### config.mk
export PLATFORM = sky130hd
export DESIGN_NAME = serializador_sequencia
export DESIGN_NICKNAME = d
export VERILOG_FILES = /design/src/rtl/serializador_sequencia.sv
export SDC_FILE = /design/constraint.sdc
export NUM_CORES = 1
export LEC_CHECK = 0
export ABC_AREA = 1
export CORE_UTILIZATION = 30
export CTS_CLUSTER_SIZE = 8
export DETAILED_ROUTE_END_ITERATION = 12
export DONT_BUFFER_PORTS = 1
export HOLD_SLACK_MARGIN = 0.12
export RECOVER_POWER = 100
export SETUP_SLACK_MARGIN = 0.15
export SYNTH_ARGS = -nofsm -noshare
export SYNTH_HDL_FRONTEND = slang
export SYNTH_SLANG_ARGS = --single-unit
### constraint.sdc
create_clock -name clk -period 1.53 [get_ports clk]
set_input_delay 0.306 -clock clk [delete_from_list [all_inputs] [get_ports clk]]
set_output_delay 0.306 -clock clk [all_outputs]
set_load 0.005 [all_outputs]
### src/rtl/serializador_sequencia.sv
// Serializes a programmed word MSB first, with filler prefix bits, inter-copy gaps
// and a repeat count; valid/ready handshake on the serial output.
module serializador_sequencia #(
   parameter int unsigned WIDTH      = 8,
   parameter int unsigned PREFIX_LEN = 4,
   parameter bit          FILL_BIT   = 1'b0,
   parameter int unsigned GAP_CYCLES = 2
) (
   input  logic             clk,
   input  logic             rst,
   input  logic             setar_palavra,
   input  logic [WIDTH-1:0] palavra,
   input  logic [3:0]       repeticoes,
   input  logic             start,
   input  logic             bit_ready,
   output logic             bit_out,
   output logic             bit_valid,
   output logic             busy,
   output logic             done
);

   localparam int unsigned IW = (WIDTH > 1) ? $clog2(WIDTH) : 1;
   localparam int unsigned PW = (PREFIX_LEN > 1) ? $clog2(PREFIX_LEN) : 1;
   localparam int unsigned GW = (GAP_CYCLES > 1) ? $clog2(GAP_CYCLES) : 1;
   localparam int unsigned AW = (PW > GW) ? PW : GW;

   localparam logic [IW-1:0] IDX_MSB    = IW'(WIDTH - 1);
   localparam logic [AW-1:0] PRE_LAST   = AW'(PREFIX_LEN - 1);
   localparam logic [AW-1:0] GAP_LAST   = AW'(GAP_CYCLES - 1);
   localparam bit            HAS_PREFIX = (PREFIX_LEN != 0);
   localparam bit            HAS_GAP    = (GAP_CYCLES != 0);

   typedef enum logic [2:0] {
      S_IDLE   = 3'd0,
      S_PREFIX = 3'd1,
      S_WORD   = 3'd2,
      S_GAP    = 3'd3,
      S_FIM    = 3'd4
   } state_e;

   state_e           state_q, state_d;
   logic [WIDTH-1:0] word_q, word_d;
   logic [3:0]       rep_q, rep_d;
   logic [3:0]       copies_q, copies_d;
   logic [IW-1:0]    idx_q, idx_d;
   logic [AW-1:0]    aux_q, aux_d;
   logic             bit_out_q, bit_out_d;
   logic             bit_valid_q, bit_valid_d;
   logic             busy_q, busy_d;
   logic             done_q, done_d;
   logic             xfer;

   assign xfer      = bit_valid_q & bit_ready;
   assign bit_out   = bit_out_q;
   assign bit_valid = bit_valid_q;
   assign busy      = busy_q;
   assign done      = done_q;

   // State and datapath registers
   always_ff @(posedge clk or posedge rst) begin
      if (rst) begin
         state_q     <= S_IDLE;
         word_q      <= '0;
         rep_q       <= '0;
         copies_q    <= '0;
         idx_q       <= '0;
         aux_q       <= '0;
         bit_out_q   <= 1'b0;
         bit_valid_q <= 1'b0;
         busy_q      <= 1'b0;
         done_q      <= 1'b0;
      end else begin
         state_q     <= state_d;
         word_q      <= word_d;
         rep_q       <= rep_d;
         copies_q    <= copies_d;
         idx_q       <= idx_d;
         aux_q       <= aux_d;
         bit_out_q   <= bit_out_d;
         bit_valid_q <= bit_valid_d;
         busy_q      <= busy_d;
         done_q      <= done_d;
      end
   end

   // Next state; aux counts filler transfers in PREFIX and idle cycles in GAP
   always_comb begin
      state_d  = state_q;
      word_d   = word_q;
      rep_d    = rep_q;
      copies_d = copies_q;
      idx_d    = idx_q;
      aux_d    = aux_q;
      unique case (state_q)
         S_IDLE: begin
            if (setar_palavra) begin
               word_d = palavra;
               rep_d  = repeticoes;
            end else if (start) begin
               if (rep_q == 4'd0) begin
                  state_d = S_FIM;
               end else begin
                  copies_d = rep_q;
                  aux_d    = '0;
                  idx_d    = IDX_MSB;
                  if (HAS_PREFIX) state_d = S_PREFIX;
                  else            state_d = S_WORD;
               end
            end
         end
         S_PREFIX: begin
            if (xfer) begin
               if (aux_q == PRE_LAST) begin
                  aux_d   = '0;
                  idx_d   = IDX_MSB;
                  state_d = S_WORD;
               end else begin
                  aux_d = aux_q + AW'(1);
               end
            end
         end
         S_WORD: begin
            if (xfer) begin
               if (idx_q == '0) begin
                  copies_d = copies_q - 4'd1;
                  aux_d    = '0;
                  idx_d    = IDX_MSB;
                  if (copies_q == 4'd1)  state_d = S_FIM;
                  else if (HAS_GAP)      state_d = S_GAP;
                  else if (HAS_PREFIX)   state_d = S_PREFIX;
                  else                   state_d = S_WORD;
               end else begin
                  idx_d = idx_q - IW'(1);
               end
            end
         end
         S_GAP: begin
            if (aux_q == GAP_LAST) begin
               aux_d = '0;
               if (HAS_PREFIX) state_d = S_PREFIX;
               else            state_d = S_WORD;
            end else begin
               aux_d = aux_q + AW'(1);
            end
         end
         S_FIM:   state_d = S_IDLE;
         default: state_d = S_IDLE;
      endcase
   end

   // Outputs decoded from the upcoming state so they register alongside it
   always_comb begin
      bit_out_d   = 1'b0;
      bit_valid_d = 1'b0;
      busy_d      = 1'b0;
      done_d      = 1'b0;
      unique case (state_d)
         S_PREFIX: begin
            bit_out_d   = FILL_BIT;
            bit_valid_d = 1'b1;
            busy_d      = 1'b1;
         end
         S_WORD: begin
            bit_out_d   = word_d[idx_d];
            bit_valid_d = 1'b1;
            busy_d      = 1'b1;
         end
         S_GAP:   busy_d = 1'b1;
         S_FIM:   done_d = 1'b1;
         default: ;
      endcase
   end

endmodule

==> results.json <==
{
  "drc": 0,
  "p_clk_frac": 0.107,
  "clockRootBuffer": "clkbuf_8",
  "total_power_mw": 5.50,
  "syn2layout_area_growth_pct": 54.7,
  "reg2reg_from": "state_q[2]",
  "antenna_found_initial": 0,
  "grt_pass1_wl_um": 7060,
  "cts_buffer_depth": 2,
  "cts_tree": "done",
  "diodes": 0,
  "leakagePower_nw": 1.25,
  "via_per_inst": 4.82,
  "seq_power_share": 0.236,
  "min_to": "rep_q[0]",
  "drtPass1Iterations": 4,
  "cts_buffers": 3,
  "finalCritPeriodShare": 1.08,
  "place_ws_ns": -0.111,
  "num_vias": 1657,
  "clk_pin_slew_ns": 0.10,
  "criticalPathCategory": "register to register",
  "fin_skew_ns": 0.00635,
  "violations": "setup timing",
  "synth_seq_area_share": 0.417,
  "crit_path_start_kind": "register",
  "start_util": 0.321,
  "yosys_warnings": 0,
  "htreeDepth": 1,
  "ioPinCount": 21,
  "critPathMaxFanout": 8,
  "synth.avg_cell_area_um2": 8.12,
  "setup_slack_ns": -0.116,
  "worst_pin_slew_ns": 0.462,
  "wl_per_cell_um": 13.5,
  "synthCells": 207,
  "sw_frac_of_total": 0.409,
  "synth_edf_count": 0,
  "fp.dieH_um": 76.8,
  "r2r_end": "copies_q[1]",
  "dpl.hpwl_um": 3040,
  "core_um2": 5240,
  "worstHoldStart": "repeticoes[0]",
  "hold_class": "primary input to register",
  "cp.arrival_ns": 1.82,
  "syn_area_um2": 1680,
  "setup-tns-final_ns": -1.02,
  "clock.fmax_mhz": 607,
  "maxCapViolCount": 0,
  "finalSetupViolations": 12,
  "p_int_mw": 3.25,
  "drive_above_1_share": 0.518,
  "io_buffers": 0,
  "pwr-share-comb": 0.656,
  "synth_seq_cells": 28,
  "status": "complete, but fails checks",
  "clk_latency_ns": 0.28,
  "whs_path_depth": 1,
  "rrSetupSlack_ns": -0.12,
  "drv_slew": 0,
  "drt_iter0_markers": 55,
  "ant_nets": 0,
  "die-area_um2": 5900,
  "reg2regPathDepth": 10,
  "grt_pass1_vias": 1584,
  "synth_nets": 231,
  "switching_power_mw": 2.25,
  "ys_async_sr_fraction": 1.00,
  "grt_setup_unrepaired": "true",
  "endpoint_kind": "register",
  "place_congestion": 0.839,
  "ys_types": 28,
  "slew_headroom": 0.691,
  "finalHoldViolations": 0,
  "routed_wl_um": 4640,
  "critPathRequiredTime_ns": 1.70,
  "n_fill_cell": 475,
  "fp.dieW_um": 76.8,
  "p_per_area_nw_per_um2": 2120,
  "layout_min_cycle_time_ns": 1.65,
  "rows": 26,
  "nets": 299,
  "synth-main-ff-cell": "dfrtp_1",
  "ir_drop_v": 0.00104,
  "grt_remaining_overflow": 0,
  "grt_start_max_net_pins": 18,
  "grtUsageTotal": 0.147,
  "numClockSinks": 28
}
==> flip-flops by register name, indices dropped and copies added (netlist names) <==
signal and count:
bit_valid 1, busy 1, rep_q 4, idx_q 3, copies_q 4, bit_out 1
done 1, word_q 8, state_q 3, aux_q 2
==> how the worst max path moves through the flow <==
stage,start,endpoint,slack (ns),depth (start not counted)
3_5_place_dp,state_q[1],bit_out,-0.11,9
2_1_floorplan,state_q[2],bit_out,0.05,10
4_1_cts,state_q[2],bit_out,-0.09,12
5_1_grt,state_q[2],copies_q[1],-0.21,10
3_3_place_gp,state_q[1],bit_out,-0.12,9
6_report,state_q[2],copies_q[1],-0.12,10
==> synth_stat cells (all sizes together) (3+ instances only) <==
cell type,count,area [µm²]
nor2,21,114
nand3,20,125
ha,7,87.6
a21oi,6,30.0
o21ai,15,78.8
nand2,60,243
dfrtp,28,701
inv,24,90.1
nand4,7,43.8
nor3,3,20.0
buf,3,26.3
mux2,3,33.8
==> logic make-up (layout without fill, tap and decap cells) <==
logic type / after synthesis / in the layout / synth area share
muxes: 3 / 3 / 0.0201
AOI/OAI and AO/OA: 26 / 26 / 0.0849
DFF: 28 / 28 / 0.417
buffers and inverters: 27 / 94 / 0.0692
xor gates and xnor gates: 3 / 3 / 0.0156
and+or+nand+nor: 113 / 113 / 0.341
adders and majority gates: 7 / 7 / 0.0521
==> worst max-delay path, cell delays in order (launching register included) <==
cell	delay (ns)
dfrtp_2	0.47
inv_4	0.11
nand2_4	0.06
nor2_4	0.22
buf_4	0.17
nand2_2	0.06
nand2_2	0.11
nor4_4	0.04
buf_6	0.14
o211ai_1	0.07
o21ai_1	0.09
==> timing repair <==
item | 4_1_cts | 5_1_grt
gates resized for setup | 33 | 39
hold buffers | 1 | 0
hold endpoints to repair | 11 | 0
buffers inserted | 12 | 15
endpoints found under the setup margin | 15 | 24
pin swaps | 21 | 24
==> power groups by stage <==
stage / combinational (mW) / clock, mW / sequential, mW
finish: 3.61 / 0.591 / 1.30
detailed placement: 2.60 / 0 / 1.30
floorplan: 1.67 / 0 / 1.26
CTS: 3.06 / 0.607 / 1.30
global placement: 2.57 / 0 / 1.29
global route: 3.94 / 0.628 / 1.34
==> placed cells by master, fill, tap and decap left out, types with 2 or more instances in the layout <==
cell      Yosys  routed
a21oi_1       6       5
a31oi_1       2       2
buf_4         0      49
buf_6         2      14
clkbuf_8      0       3
dfrtp_1      28      25
dfrtp_2       0       3
ha_1          7       4
ha_4          0       2
inv_1        19      15
inv_2         5       7
inv_4         0       2
mux2_4        0       3
nand2_1      53      36
nand2_2       7      20
nand2_4       0       4
nand3_1      18       8
nand3_2       0       9
nand3_4       2       3
nand4_1       7       7
nor2_1       15      11
nor2_4        4       9
o211ai_1      2       2
o21ai_0       8       6
o21ai_1       6       5
o21ai_2       1       3
xor2_1        2       2
==> through the flow <==
step / cell area [µm²] / utilization / hold WS [ns] / std cells
floorplan: 1710 / - / 0.371 / 207
global placement: 2060 / 0.393 / 0.236 / 312
detailed placement: 2060 / 0.393 / 0.239 / 312
CTS: 2350 / 0.448 / 0.166 / 329
global route: 2600 / 0.496 / 0.165 / 344
finish: 2600 / 0.496 / 0.169 / 344
==> area by class of cell <==
| class | count | area [µm²] | area share |
|---|---|---|---|
| clock buffers | 3 | 41.3 | 0.0159 |
| clock inverters | 1 | 30.0 | 0.0115 |
| inverters | 24 | 95.1 | 0.0366 |
| multi-input cells | 152 | 1090 | 0.421 |
| flip-flops and latches | 28 | 704 | 0.271 |
| well taps | 70 | 87.6 | 0.0337 |
| repair buffers | 66 | 548 | 0.211 |
==> per-layer routing <==
metal	track usage	routed length, µm
met3	0.0155	164
met2	0.273	2530
met4	0.0404	83
met5	0	0
met1	0.179	1860
(Power assumes the default switching activity.)
